<file path="src/rtl/distribute_switch_seq.sv">
`default_nettype none
// ============================================================================
// Module      : distribute_switch_seq
// Description : Sequential 1-to-2 distribute switch. Each accepted upstream
//               word is steered to the low branch, the high branch, both
//               (atomic multicast) or dropped, under control of i_cmd. Each
//               branch owns a small FIFO so a stalled branch never loses data.
//
// Ports
//   clk          rising-edge clock
//   rst          synchronous active-high reset
//   i_valid      upstream word valid
//   i_data_bus   upstream word (DATA_WIDTH bits, opaque)
//   i_cmd        destination: 00 drop, 01 low, 10 high, 11 both
//   i_en         switch enable (gates acceptance only)
//   o_ready      switch can accept the current word
//   o_valid      per-branch valid, [0] low, [1] high
//   o_data_bus   {high word, low word}; a slice reads 0 when its valid is 0
//   i_ready      per-branch downstream ready, [0] low, [1] high
//
// Revision    : 1.0 - initial release
// ============================================================================
module distribute_switch_seq #(
  parameter int DATA_WIDTH = 32,
  parameter int FIFO_DEPTH = 2   // power of 2, at least 2
) (
  input  logic                    clk,
  input  logic                    rst,
  input  logic                    i_valid,
  input  logic [DATA_WIDTH-1:0]   i_data_bus,
  input  logic [1:0]              i_cmd,
  input  logic                    i_en,
  output logic                    o_ready,
  output logic [1:0]              o_valid,
  output logic [2*DATA_WIDTH-1:0] o_data_bus,
  input  logic [1:0]              i_ready
);

  localparam int PTR_W = $clog2(FIFO_DEPTH);
  localparam int CNT_W = PTR_W + 1;

  localparam logic [PTR_W-1:0] c_ptr_one  = PTR_W'(1);
  localparam logic [CNT_W-1:0] c_cnt_one  = CNT_W'(1);
  localparam logic [CNT_W-1:0] c_cnt_full = CNT_W'(FIFO_DEPTH);

  logic [1:0] w_full;
  logic [1:0] w_push;
  logic [1:0] w_pop;
  logic       w_accept;

  // Readiness only looks at branches the current word targets, and uses the
  // registered counts: a full branch refuses even if it pops this cycle, so
  // o_ready never depends on i_ready.
  assign o_ready  = i_en
                  & ~(i_cmd[0] & w_full[0])
                  & ~(i_cmd[1] & w_full[1]);
  assign w_accept = i_valid & o_ready;

  genvar b;
  generate
    for (b = 0; b < 2; b++) begin : g_branch
      logic [DATA_WIDTH-1:0] mem_q [FIFO_DEPTH];
      logic [PTR_W-1:0]      wr_ptr_q;
      logic [PTR_W-1:0]      wr_ptr_d;
      logic [PTR_W-1:0]      rd_ptr_q;
      logic [PTR_W-1:0]      rd_ptr_d;
      logic [CNT_W-1:0]      count_q;
      logic [CNT_W-1:0]      count_d;

      assign w_full[b]  = (count_q == c_cnt_full);
      assign o_valid[b] = (count_q != '0);
      assign w_pop[b]   = o_valid[b] & i_ready[b];
      // Shared w_accept makes the multicast push atomic across branches.
      assign w_push[b]  = w_accept & i_cmd[b];

      always_comb begin
        wr_ptr_d = wr_ptr_q;
        rd_ptr_d = rd_ptr_q;
        count_d  = count_q;
        // Pointers are PTR_W bits wide, so they wrap modulo FIFO_DEPTH.
        if (w_push[b]) begin
          wr_ptr_d = wr_ptr_q + c_ptr_one;
        end
        if (w_pop[b]) begin
          rd_ptr_d = rd_ptr_q + c_ptr_one;
        end
        case ({w_push[b], w_pop[b]})
          2'b10:   count_d = count_q + c_cnt_one;
          2'b01:   count_d = count_q - c_cnt_one;
          default: count_d = count_q;
        endcase
      end

      always_ff @(posedge clk) begin
        if (rst) begin
          wr_ptr_q <= '0;
          rd_ptr_q <= '0;
          count_q  <= '0;
        end else begin
          wr_ptr_q <= wr_ptr_d;
          rd_ptr_q <= rd_ptr_d;
          count_q  <= count_d;
        end
      end

      // Storage is never reset; stale entries are masked by count_q.
      always_ff @(posedge clk) begin
        if (w_push[b] && !rst) begin
          mem_q[wr_ptr_q] <= i_data_bus;
        end
      end

      assign o_data_bus[b*DATA_WIDTH +: DATA_WIDTH] =
        o_valid[b] ? mem_q[rd_ptr_q] : {DATA_WIDTH{1'b0}};
    end
  endgenerate

endmodule
`default_nettype wire

</file>
<file path="config.mk">
export PLATFORM = sky130hd
export DESIGN_NAME = distribute_switch_seq
export DESIGN_NICKNAME = d
export VERILOG_FILES = /design/src/rtl/distribute_switch_seq.sv
export SDC_FILE = /design/constraint.sdc
export NUM_CORES = 1
export LEC_CHECK = 0
export ABC_AREA = 1
export CORE_MARGIN = 2
export CORE_UTILIZATION = 40
export DETAILED_ROUTE_END_ITERATION = 7
export PLACE_DENSITY = 0.76
export SETUP_SLACK_MARGIN = 0.02
export SKIP_CTS_REPAIR_TIMING = 1
export SLEW_MARGIN = 30
export SYNTH_ARGS = -nofsm -noshare
export SYNTH_HDL_FRONTEND = slang
export SYNTH_SLANG_ARGS = --single-unit
</file>
<file path="constraint.sdc">
create_clock -name clk -period 5.76 [get_ports clk]
set_input_delay 0.576 -clock clk [delete_from_list [all_inputs] [get_ports clk]]
set_output_delay 0.576 -clock clk [all_outputs]
set_load 0.03 [all_outputs]
</file>
Yosys cells after proc, flatten, opt, wreduce, memory -nomap -nowiden
Memories as Yosys holds them, arrays and structs flattened. A register that Yosys moved wholly into a read port is not among the register bits.
Index checks and enable logic that the tools add are counted.
Word-level totals
  register bits after elaboration: 8
  RAM bits: 128
  output and inout port bits: 67
  word-level logic and storage cells: 52
  memories: 2
Cells by class
  add/sub/neg operators: 8
  eq/ne operators: 6
  multiplexer cells: 12
  bitwise gates (word level): 11
  reductions and logical operators: 7
Memory list
  g_branch[0].mem_q: depth 2, width 32, rd ports 1, clocked after Yosys merged registers in 1, wr ports 1, RTL line 62  | logic [DATA_WIDTH-1:0] mem_q [FIFO_DEPTH];
  g_branch[1].mem_q: depth 2, width 32, rd ports 1, clocked after Yosys merged registers in 1, wr ports 1, RTL line 62
Operators with widths (count)
  2-to-1 mux 32 bit: 2
  bitwise AND 1 bit: 9
  equality test 2 bit, second input constant: 4
  2-to-1 mux 1 bit: 8
  one-hot mux 2 bit (2 select lines): 2
  nonzero test 2 bit: 4
  adder 1 bit, second input constant: 4
  adder 2 x 1 -> 2 bit, second input constant: 2
  equality test 2 x 1 -> 1 bit, second input constant: 2
  subtractor 2 x 1 -> 2 bit, second input constant: 2
  logical AND 1 bit: 2
  inverter 1 bit: 2
  logical NOT 1 bit: 1

Logic depth before layout (Yosys ltp)
Gate-level depths: netlist of run 1.
  depth after elaboration: 10
  gate-level depth with buffers: 10

Worst setup path before layout of run 1
OpenSTA, ideal clock, no wires.
  path type: input to register
  start point: input port i_cmd[0]
  end point: memory g_branch[0].mem_q[1][0], enable pin
  setup time: 0.421 ns
  arrival time: 2.317 ns
  path slack: 3.022 ns
  cell stages on the path: 5
  path buffers: 0
  path through: nand2_1 -> nor2_2 -> nor2_1 -> nand4_1 -> nor2_1
On the way
  longest elaborated chain between the ends: 9
RTL lines
  start, declared: RTL line 31  | input logic [1:0] i_cmd,
  bitwise AND 1 bit: RTL line 55  | & ~(i_cmd[0] & w_full[0])
  inverter 1 bit: RTL line 55
  bitwise AND 1 bit: RTL line 55
  bitwise AND 1 bit: RTL line 56  | & ~(i_cmd[1] & w_full[1]);
  bitwise AND 1 bit: RTL line 57  | assign w_accept = i_valid & o_ready;
  bitwise AND 1 bit (*): RTL line 74  | assign w_push[b] = w_accept & i_cmd[b];
  logical AND 1 bit (*): RTL line 108  | if (w_push[b] && !rst) begin
  2-to-1 mux 1 bit (*): RTL line 108
  2-to-1 mux 1 bit (implied by the code) (*): RTL line 109  | mem_q[wr_ptr_q] <= i_data_bus;
  end, declared: RTL line 62
Every way passes the cells marked *; elsewhere a longest branch is shown, timed or not.

==> metrics.cfg, run 1 <==
[route]
drc = 0
drt-total-wl_microns = 11400
first_pass_iters = 4
ant_nets = 0
drt_iter0_drc = 208
vias_per_cell = 4.83
wl_per_cell_microns = 16.0
vias = 3444

[sta]
max_freq_mhz = 325
tns_ns = 0
worst_pin_slew_ns = 0.918
hold_slack_ns = 0.458
hold_violations = 0
setup_ws_ns = 2.69
rsz0062_at_grt = no
max_slew_margin_pct = 38.6
finalCriticalPeriod_ns = 3.07
drv_slew = 0
fin_skew_ns = 0.00841
post-route-period-util_pct = 53.4
setup_violations = 0

[worst_setup_path]
reg2reg_to = g_branch[1].mem_q[0][19]
start_kind = flip-flop
cp.depth = 5
worstPathMaxFanout = 33
endpoint = o_data_bus[27]
r2r-start = g_branch[1].count_q[0]
cp_top_family = buffers and inverters
crit_required_ns = 5.18
crit_path_cell_trace = buf_4 -> inv_2 -> nand2_1 -> a21oi_1 -> clkdlybuf4s50_1
crit_arrival_ns = 2.50
crit_slowest_cell = clkdlybuf4s50_1
worstSetupPathType = reg -> out
crit_buf_inv = 3
slowest_delay_ns = 0.71
regToRegSetupSlack_ns = 3.54
r2r_cells = 7
critical_path.endpoint_type = output port

[finish]
antenna_cells = 0
num-nets-final = 566
area_growth_pct = 34.9
drive_gt1_share_pct = 8.75

[global_routing]
grt.total_usage_pct = 16.9
grt_max_degree = 35
grt_pass1_vias = 3564
grt_antenna_before_repair = 0
overflow = 0
grt_pass1_wl_microns = 18200

[yosys]
syn_area_sq_um = 5300
avgSynthCellArea_sq_um = 12.9
synth.top_cell.area_share_pct = 72.6
synth_cell_types = 19
ys_top_cells_by_area = edfxtp_1 73%, nand2_1 9.8%, a21oi_1 6.7%, dfxtp_1 3.8%, buf_4 1.3%
synth-seq-area-share_pct = 76.4
synth-seq-cells = 138
synth_top_area_cell = edfxtp_1
yosysWarnings = 0
syn_inst = 412
syn_nets = 454

[clocking]
cts_buffer_depth = 2
cts_root_buf = clkbuf_16
cts-buffers-inserted = 17
clock-sinks = 138
cts_tree = yes
h-tree-depth = 4
clk_pin_slew_ns = 0.05
clk_latency_ns = 0.41

[floorplan]
start_util_pct = 40.5
die_area_sq_um = 14200
core_sq_um = 13100
row_count = 42
die_width_microns = 119
die_h_microns = 119
io_pins = 107

[placement]
pre_cts_ws_ns = 2.93
numPortBuffers = 106
dp_hpwl_microns = 7090
place_congestion = 0.755

[pwr]
vdd_drop_max_mv = 0.243
p_leak_nw = 2.51
power.density_nw_per_um2 = 373
total_power_mw = 2.67

[worst_hold_path]
hold_class = reg -> reg
hp-start = g_branch[0].rd_ptr_q

[job]
drv_cap = 0

[run_status]
status = completed

==> layer usage <==
layer | GRT usage [%] | vias up | routed length [microns]
met5 | 0 | - | 0
met4 | 6.25 | 0 | 180
met3 | 5.41 | 14 | 422
met2 | 29.2 | 85 | 5980
met1 | 19.7 | 1677 | 4830
li1 | - | 1668 | -
==> Yosys cell counts <==
cell,number
nor2_1,11
ha_1,2
o21bai_1,2
nand4_1,4
o21ai_0,2
nand3_2,1
dfxtp_1,10
buf_2,11
o21ai_1,1
nor2_2,2
nand2_2,1
a21oi_1,71
nor2_4,4
edfxtp_1,128
inv_2,1
xor2_1,1
nand2_1,138
buf_4,9
inv_1,13
==> how the worst min path moves through the flow <==
stage	end	slack [ns]	cells past startpoint
6_report	g_branch[0].rd_ptr_q	0.46	1
4_1_cts	flip-flop	0.46	1
3_3_place_gp	g_branch[1].rd_ptr_q	0.44	1
3_5_place_dp	flip-flop	0.44	1
2_1_floorplan	flip-flop	0.43	1
5_1_grt	flip-flop	0.49	1
==> metrics by stage <==
step                area [sq um]  util (%)  std cells
finish                      7150      54.6        713
global route                7150      54.6        713
CTS                         7090      54.2        711
global placement            6500      49.7        678
floorplan                   5300         -        412
detailed placement          6530      49.9        679
==> worst reg2reg max path, cell delays in order (launching register included) <==
cell	delay (ns)
dfxtp_1	0.44
inv_2	0.08
nand3_2	0.09
nand2_2	0.07
nor2_4	0.10
nand4_1	0.13
inv_1	0.58
buf_4	0.40
==> kinds of logic (layout without fill, tap and decap cells) <==
kind of cell,count (synthesis),count (layout),synth area share (%)
buffers and inverters,34,159,3.31
adder cells (fa/ha/maj),2,2,0.472
XOR/XNOR,1,1,0.165
AND/OR/NAND/NOR,161,161,12.4
AO/OA/AOI/OAI,76,76,7.28
flip-flops,138,138,76.4
==> flip-flops by register name, summed over array words and instances, names as in the netlist, named ones only <==
register / count
g_branch.count_q: 4
g_branch.mem_q: 128
g_branch.rd_ptr_q: 2
g_branch.wr_ptr_q: 2
==> cell usage in the layout, fill, tap and decap left out, types with 3 or more instances in the layout <==
cell,n
buf_16,3
edfxtp_1,128
clkinvlp_4,3
nand2_1,138
clkinv_2,3
a21oi_1,71
inv_1,11
clkbuf_16,17
nor2_1,9
clkdlybuf4s50_1,106
nor2_4,7
dfxtp_1,10
clkinv_1,4
inv_2,3
nand4_1,4
buf_4,4
==> cell type report <==
type                    count  area, sq um
clock buffers              18          429
inverters                  14         52.6
repair buffers            113         1170
well taps                 176          220
clock inverters            14          130
fillers                  1051         5940
flip-flops and latches    138         4040
multi-input cells         240         1100
==> power breakdown <==
group | internal, mW | switching, mW | total, mW
Clock | 0.629 | 0.387 | 1.02
Sequential | 1.12 | 0.0125 | 1.13
Combinational | 0.190 | 0.331 | 0.521
No activity file was read; power rests on OpenSTA's default activity.
==> inputs of run 2 (changes only) <==
Clock period 5.76 ns to 3.05 ns, I/O delays scaled along.
==> run 2 against run 1 <==
Net effect: final area increased by 0.58%; sequential cell count stayed put; clock skew down 0.0022 ns; critical path depth is 1 lower; die area stayed put; hold slack improved by 0.0025 ns; first-iteration DRC count down 28%; count of clock-buffer cells in the layout decreased by 1; critical path type unchanged; largest cell class unchanged; highest routed layer unchanged.
==> metrics.cfg, run 2 (synthesis gave the netlist of run 1 again) <==
[run_status]
status = completed

[floorplan]
start_util_pct = 40.5  ; unchanged
core_sq_um = 13100  ; unchanged
die_width_microns = 119  ; unchanged
io_pins = 107  ; unchanged
die_h_microns = 119  ; unchanged
die_area_sq_um = 14200  ; unchanged
row_count = 42  ; unchanged

[worst_setup_path]
worstSetupPathType = reg -> out
worstPathMaxFanout = 19  ; -42%
crit_buf_inv = 2  ; -1
crit_required_ns = 2.74  ; -2.44 ns
critical_path.endpoint_type = output port
crit_path_cell_trace = nor2_4 -> buf_4 -> a21oi_1 -> clkdlybuf4s50_1
start_kind = flip-flop
crit_slowest_cell = clkdlybuf4s50_1
regToRegSetupSlack_ns = 0.86  ; -2.68 ns
crit_arrival_ns = 2.31  ; -0.19 ns
cp_top_family = buffers and inverters
r2r-start = g_branch[1].count_q[1]
reg2reg_to = g_branch[1].count_q[1]
r2r_cells = 9  ; +2
slowest_delay_ns = 0.60  ; -0.11 ns

[global_routing]
use_met2_pct = 30.6  ; +1.4 points
met3_usage_pct = 5.17  ; -0.24 points
grt_pass1_wl_microns = 18500  ; +2.1%
use_met1_pct = 19.6  ; -0.057 points
grt_antenna_before_repair = 0  ; unchanged
grt_pass1_vias = 3660  ; +2.7%
grt_max_degree = 33  ; -5.7%
grt.total_usage_pct = 17.4  ; +0.46 points
overflow = 0  ; unchanged
top_usage_layer = met2

[clocking]
cts_buffer_depth = 2  ; unchanged
cts_tree = yes
h-tree-depth = 4  ; unchanged
clk_latency_ns = 0.41  ; about the same
cts_root_buf = clkbuf_16
clk_pin_slew_ns = 0.05  ; about the same
clock-sinks = 138  ; unchanged
cts-buffers-inserted = 17  ; unchanged

[sta]
fin_skew_ns = 0.00618  ; -0.00222 ns
hold_violations = 0  ; unchanged
post-route-period-util_pct = 85.7
finalCriticalPeriod_ns = 2.61
max_slew_margin_pct = 63.7  ; +25 points
max_freq_mhz = 383
drv_slew = 0  ; unchanged
worst_pin_slew_ns = 0.544  ; -0.375 ns
setup_violations = 0  ; unchanged
tns_ns = 0  ; unchanged
rsz0062_at_grt = no

[finish]
final_common_cell = nand2_1
num-nets-final = 575  ; +1.6%
reg_top3 = g_branch.mem_q (128), g_branch.count_q (4)
mostFrequentLayoutCells = 138 x nand2_1, 128 x edfxtp_1, 106 x clkdlybuf4s50_1
largest_register_ffs = 128  ; unchanged
antenna_cells = 0  ; unchanged
drive_gt1_share_pct = 10.1  ; +1.3 points
area_growth_pct = 35.7
fillers = 1064  ; +1.2%
regMostFlops = g_branch.mem_q

[route]
drc = 0  ; unchanged
wl_per_cell_microns = 16.3  ; +2.0%
vias_per_cell = 4.81  ; -0.42%
first_pass_iters = 4  ; unchanged
drt_iter0_drc = 150  ; -28%
ant_nets = 0  ; unchanged
drt-total-wl_microns = 11800  ; +3.1%
vias = 3468  ; +0.70%

[job]
drv_cap = 0  ; unchanged

[pwr]
total_power_mw = 5.13  ; +92%
vdd_drop_max_mv = 0.272  ; +12%
power.density_nw_per_um2 = 713  ; +91%
p_leak_nw = 2.55  ; +1.5%

[placement]
place_congestion = 0.750  ; -0.74%
numPortBuffers = 106  ; unchanged
dp_hpwl_microns = 7640  ; +7.8%

[worst_hold_path]
hold_class = reg -> reg
hold_depth = 1  ; unchanged
hold_end = g_branch[1].rd_ptr_q
hp-start = g_branch[1].rd_ptr_q

[run 2: cell count changes in the layout (fill, tap and decap cells not counted), sizes merged]
cell,previous run,this run
clkinv,8,6
clkbuf,18,17
buf,7,16
bufinv,2,3
clkinvlp,3,4
[run 2: power by group]
group	switching [mW]	internal, mW
Clock	0.728	1.27
Sequential	0.0267	2.11
Combinational	0.631	0.365
[run 2: cell type report]
cell class                      count  area (sq um)  share of cell area, %
Timing Repair Buffer              122          1190                   16.6
Clock buffer                       17           425                   5.92
Clock inverter                     14           155                   2.16
Sequential cell                   138          4040                   56.3
Tap cell                          176           220                   3.06
Multi-Input combinational cell    240          1100                   15.3
Inverter                           14          52.6                  0.731
[run 2: worst reg2reg max path, stage by stage, from the launching register on]
cell and delay [ns]:
dfxtp_1 0.37, nor2_4 0.48, buf_4 0.36, nor2_4 0.07, ha_1 0.30, o21bai_1 0.17
a21oi_1 0.16, nand2_1 0.07, nand2_1 0.06, nor2_1 0.05
[run 2: worst max-delay path by stage]
stage,start,to,depth (start not counted)
floorplan,g_branch[0].count_q[0],g_branch[0].mem_q[1][0],4
global placement,i_cmd[0],g_branch[1].count_q[1],11
detailed placement,i_cmd[0],g_branch[0].count_q[1],11
CTS,g_branch[1].count_q[1],o_data_bus[47],4
global route,g_branch[1].count_q[1],o_data_bus[33],4
finish,g_branch[1].count_q[1],o_data_bus[47],4
[run 2: stage by stage]
step	instance area [sq um]	hold WS, ns	utilization, %	worst slack [ns]	std cells
floorplan	5300	0.377	-	0.521	412
global placement	6610	0.438	50.5	0.848	690
detailed placement	6610	0.457	50.5	0.747	690
CTS	7190	0.463	54.9	0.391	721
global route	7190	0.478	54.9	0.295	721
finish	7190	0.461	54.9	0.437	721
[run 2: layer usage]
metal,up-vias,wire (microns)
met5,-,0
met4,0,135
met3,10,598
met2,118,6150
met1,1660,4870
li1,1680,-
==> inputs of run 3 (changes only) <==
Settings changed: RECOVER_POWER set to 50.
Clock period 3.05 ns to 2.93 ns, I/O delays scaled along.
==> run 3 against run 2 <==
Net effect: first-iteration DRC count is 38% higher; final cell count is 0.14% higher; die area did not move; sequential share of layout area is 0.22 points higher; routed wire length increased by 2.8%; non-clock buffer count did not move; via count grew 1.5%; setup slack got worse by 0.041 ns.
==> metrics.cfg, run 3 (synthesis gave the netlist of run 1 again) <==
[run_status]
status = completed

[worst_setup_path]
regToRegSetupSlack_ns = 0.61  ; -0.25 ns
cp_top_family = buffers and inverters
r2r-start = g_branch[1].count_q[0]
crit_buf_inv = 2  ; unchanged
crit_required_ns = 2.64  ; -0.10 ns
crit_path_cell_trace = nor2_4 -> buf_4 -> a21oi_1 -> clkdlybuf4s50_1
critical_path.endpoint_type = output port
worstPathMaxFanout = 18  ; -1
r2r_cells = 7  ; -2
crit_slowest_cell = clkdlybuf4s50_1
crit_arrival_ns = 2.24  ; -0.07 ns
slowest_delay_ns = 0.61  ; about the same
worstSetupPathType = reg -> out
start_kind = flip-flop
reg2reg_to = g_branch[0].mem_q[0][18]

[global_routing]
grt_pass1_wl_microns = 18600  ; about the same
grt.total_usage_pct = 17.6  ; +0.26 points
grt_pass1_vias = 3496  ; -4.5%
grt_max_degree = 33  ; unchanged
overflow = 0  ; unchanged
grt_antenna_before_repair = 1  ; +1

[clocking]
cts_tree = yes
cts-buffers-inserted = 17  ; unchanged
clock-sinks = 138  ; unchanged
cts_buffer_depth = 2  ; unchanged
h-tree-depth = 4  ; unchanged
clk_pin_slew_ns = 0.05  ; about the same
cts_root_buf = clkbuf_16
clk_latency_ns = 0.41  ; about the same

[route]
wl_met3_microns = 664  ; +11%
drt-total-wl_microns = 12100  ; +2.8%
drc = 0  ; unchanged
wl_per_cell_microns = 16.7  ; +2.7%
drt_iter0_drc = 207  ; +38%
dr.max_layer_used = met4
first_pass_iters = 6  ; +2
ant_nets = 0  ; unchanged
vias_per_cell = 4.88  ; +1.4%
vias = 3521  ; +1.5%
wl_met2_microns = 6170  ; +0.31%
routedLengthMet1_microns = 5050  ; +3.6%

[sta]
post-route-period-util_pct = 86.5
hold_violations = 0  ; unchanged
finalCriticalPeriod_ns = 2.53
fin_skew_ns = 0.00722  ; +0.00104 ns
setup_violations = 0  ; unchanged
drv_slew = 0  ; unchanged
tns_ns = 0  ; unchanged
max_slew_margin_pct = 30.2  ; -33 points
hold_slack_ns = 0.451  ; -0.00989 ns
worst_pin_slew_ns = 1.05  ; +0.503 ns
rsz0062_at_grt = no
max_freq_mhz = 395

[pwr]
total_power_mw = 5.32  ; +3.7%
power.density_nw_per_um2 = 742  ; +4.1%
p_leak_nw = 2.56  ; +0.26%
vdd_drop_max_mv = 0.419  ; +54%

[floorplan]
die_area_sq_um = 14200  ; unchanged
core_sq_um = 13100  ; unchanged
io_pins = 107  ; unchanged
row_count = 42  ; unchanged
die_h_microns = 119  ; unchanged
die_width_microns = 119  ; unchanged
start_util_pct = 40.5  ; unchanged

[finish]
regMostFlops = g_branch.mem_q
largest_register_ffs = 128  ; unchanged
area_growth_pct = 35.2
final_cell_count_no_fill = 722  ; +0.14%
regArea_sq_um = 4040  ; unchanged
fillers = 1086  ; +2.1%
final_common_cell = nand2_1
multi_input_area_sq_um = 1080  ; -1.6%
mostFrequentLayoutCells = 139 x nand2_1, 128 x edfxtp_1, 74 x clkdlybuf4s50_1
num-nets-final = 575  ; unchanged
drive_gt1_share_pct = 8.07  ; -2.0 points
reg_top3 = g_branch.mem_q (128), g_branch.count_q (4)
fin_util_pct = 54.7  ; -0.21 points

[placement]
dp_cells = 690  ; unchanged
dp_hpwl_microns = 7610  ; -0.43%
place_congestion = 0.801  ; +6.8%
numPortBuffers = 106  ; unchanged

[job]
drv_cap = 0  ; unchanged

[worst_hold_path]
hold_class = reg -> reg
hold_depth = 1  ; unchanged
hp-start = g_branch[1].rd_ptr_q

## run 3: cell types whose count changed in the layout (fill, tap and decap cells not counted), moves of 2 or more
cell / change
buf_4: -4
clkbuf_1: +7
clkdlybuf4s50_1: -32
clkinvlp_4: -4
dlygate4sd3_1: +32
nor2_1: +2
## run 3: per-stage QoR
step / worst slack [ns] / area (sq um)
finish: 0.397 / 7160
global route: 0.266 / 7160
CTS: 0.339 / 7190
detailed placement: 0.717 / 6620
global placement: 0.765 / 6620
floorplan: 0.401 / 5300
## run 3: worst max-delay path by stage
| stage | slack (ns) | start | cells after the start | endpoint |
|---|---|---|---|---|
| 4_1_cts | 0.34 | g_branch[0].count_q[0] | 4 | o_data_bus[19] |
| 3_5_place_dp | 0.72 | i_cmd[0] | 11 | g_branch[1].count_q[1] |
| 5_1_grt | 0.27 | flip-flop | 6 | o_data_bus[5] |
| 3_3_place_gp | 0.77 | i_cmd[0] | 11 | g_branch[1].count_q[1] |
| 6_report | 0.40 | g_branch[0].count_q[1] | 4 | o_data_bus[31] |
| 2_1_floorplan | 0.40 | g_branch[0].count_q[0] | 4 | g_branch[0].mem_q[1][0] |
## run 3: power by group
part	internal [mW]	switching (mW)	leakage, nW
Sequential	2.20	0.0236	1.24
Clock	1.32	0.733	0.280
Combinational	0.376	0.666	1.04
## run 3: metal layers
layer,vias to the layer above,GRT usage (%)
met5,-,0
met4,0,6.77
met3,15,5.99
met2,116,29.6
met1,1707,21.0
li1,1683,-
## run 3: final cells by class
class                           instances  share of cell area (%)
Antenna cell                            1                  0.0349
Clock buffer                           21                    6.15
Clock inverter                         10                    1.76
Inverter                               14                   0.734
Multi-Input combinational cell        240                    15.1
Sequential cell                       138                    56.5
Tap cell                              176                    3.08
Timing Repair Buffer                  122                    16.7
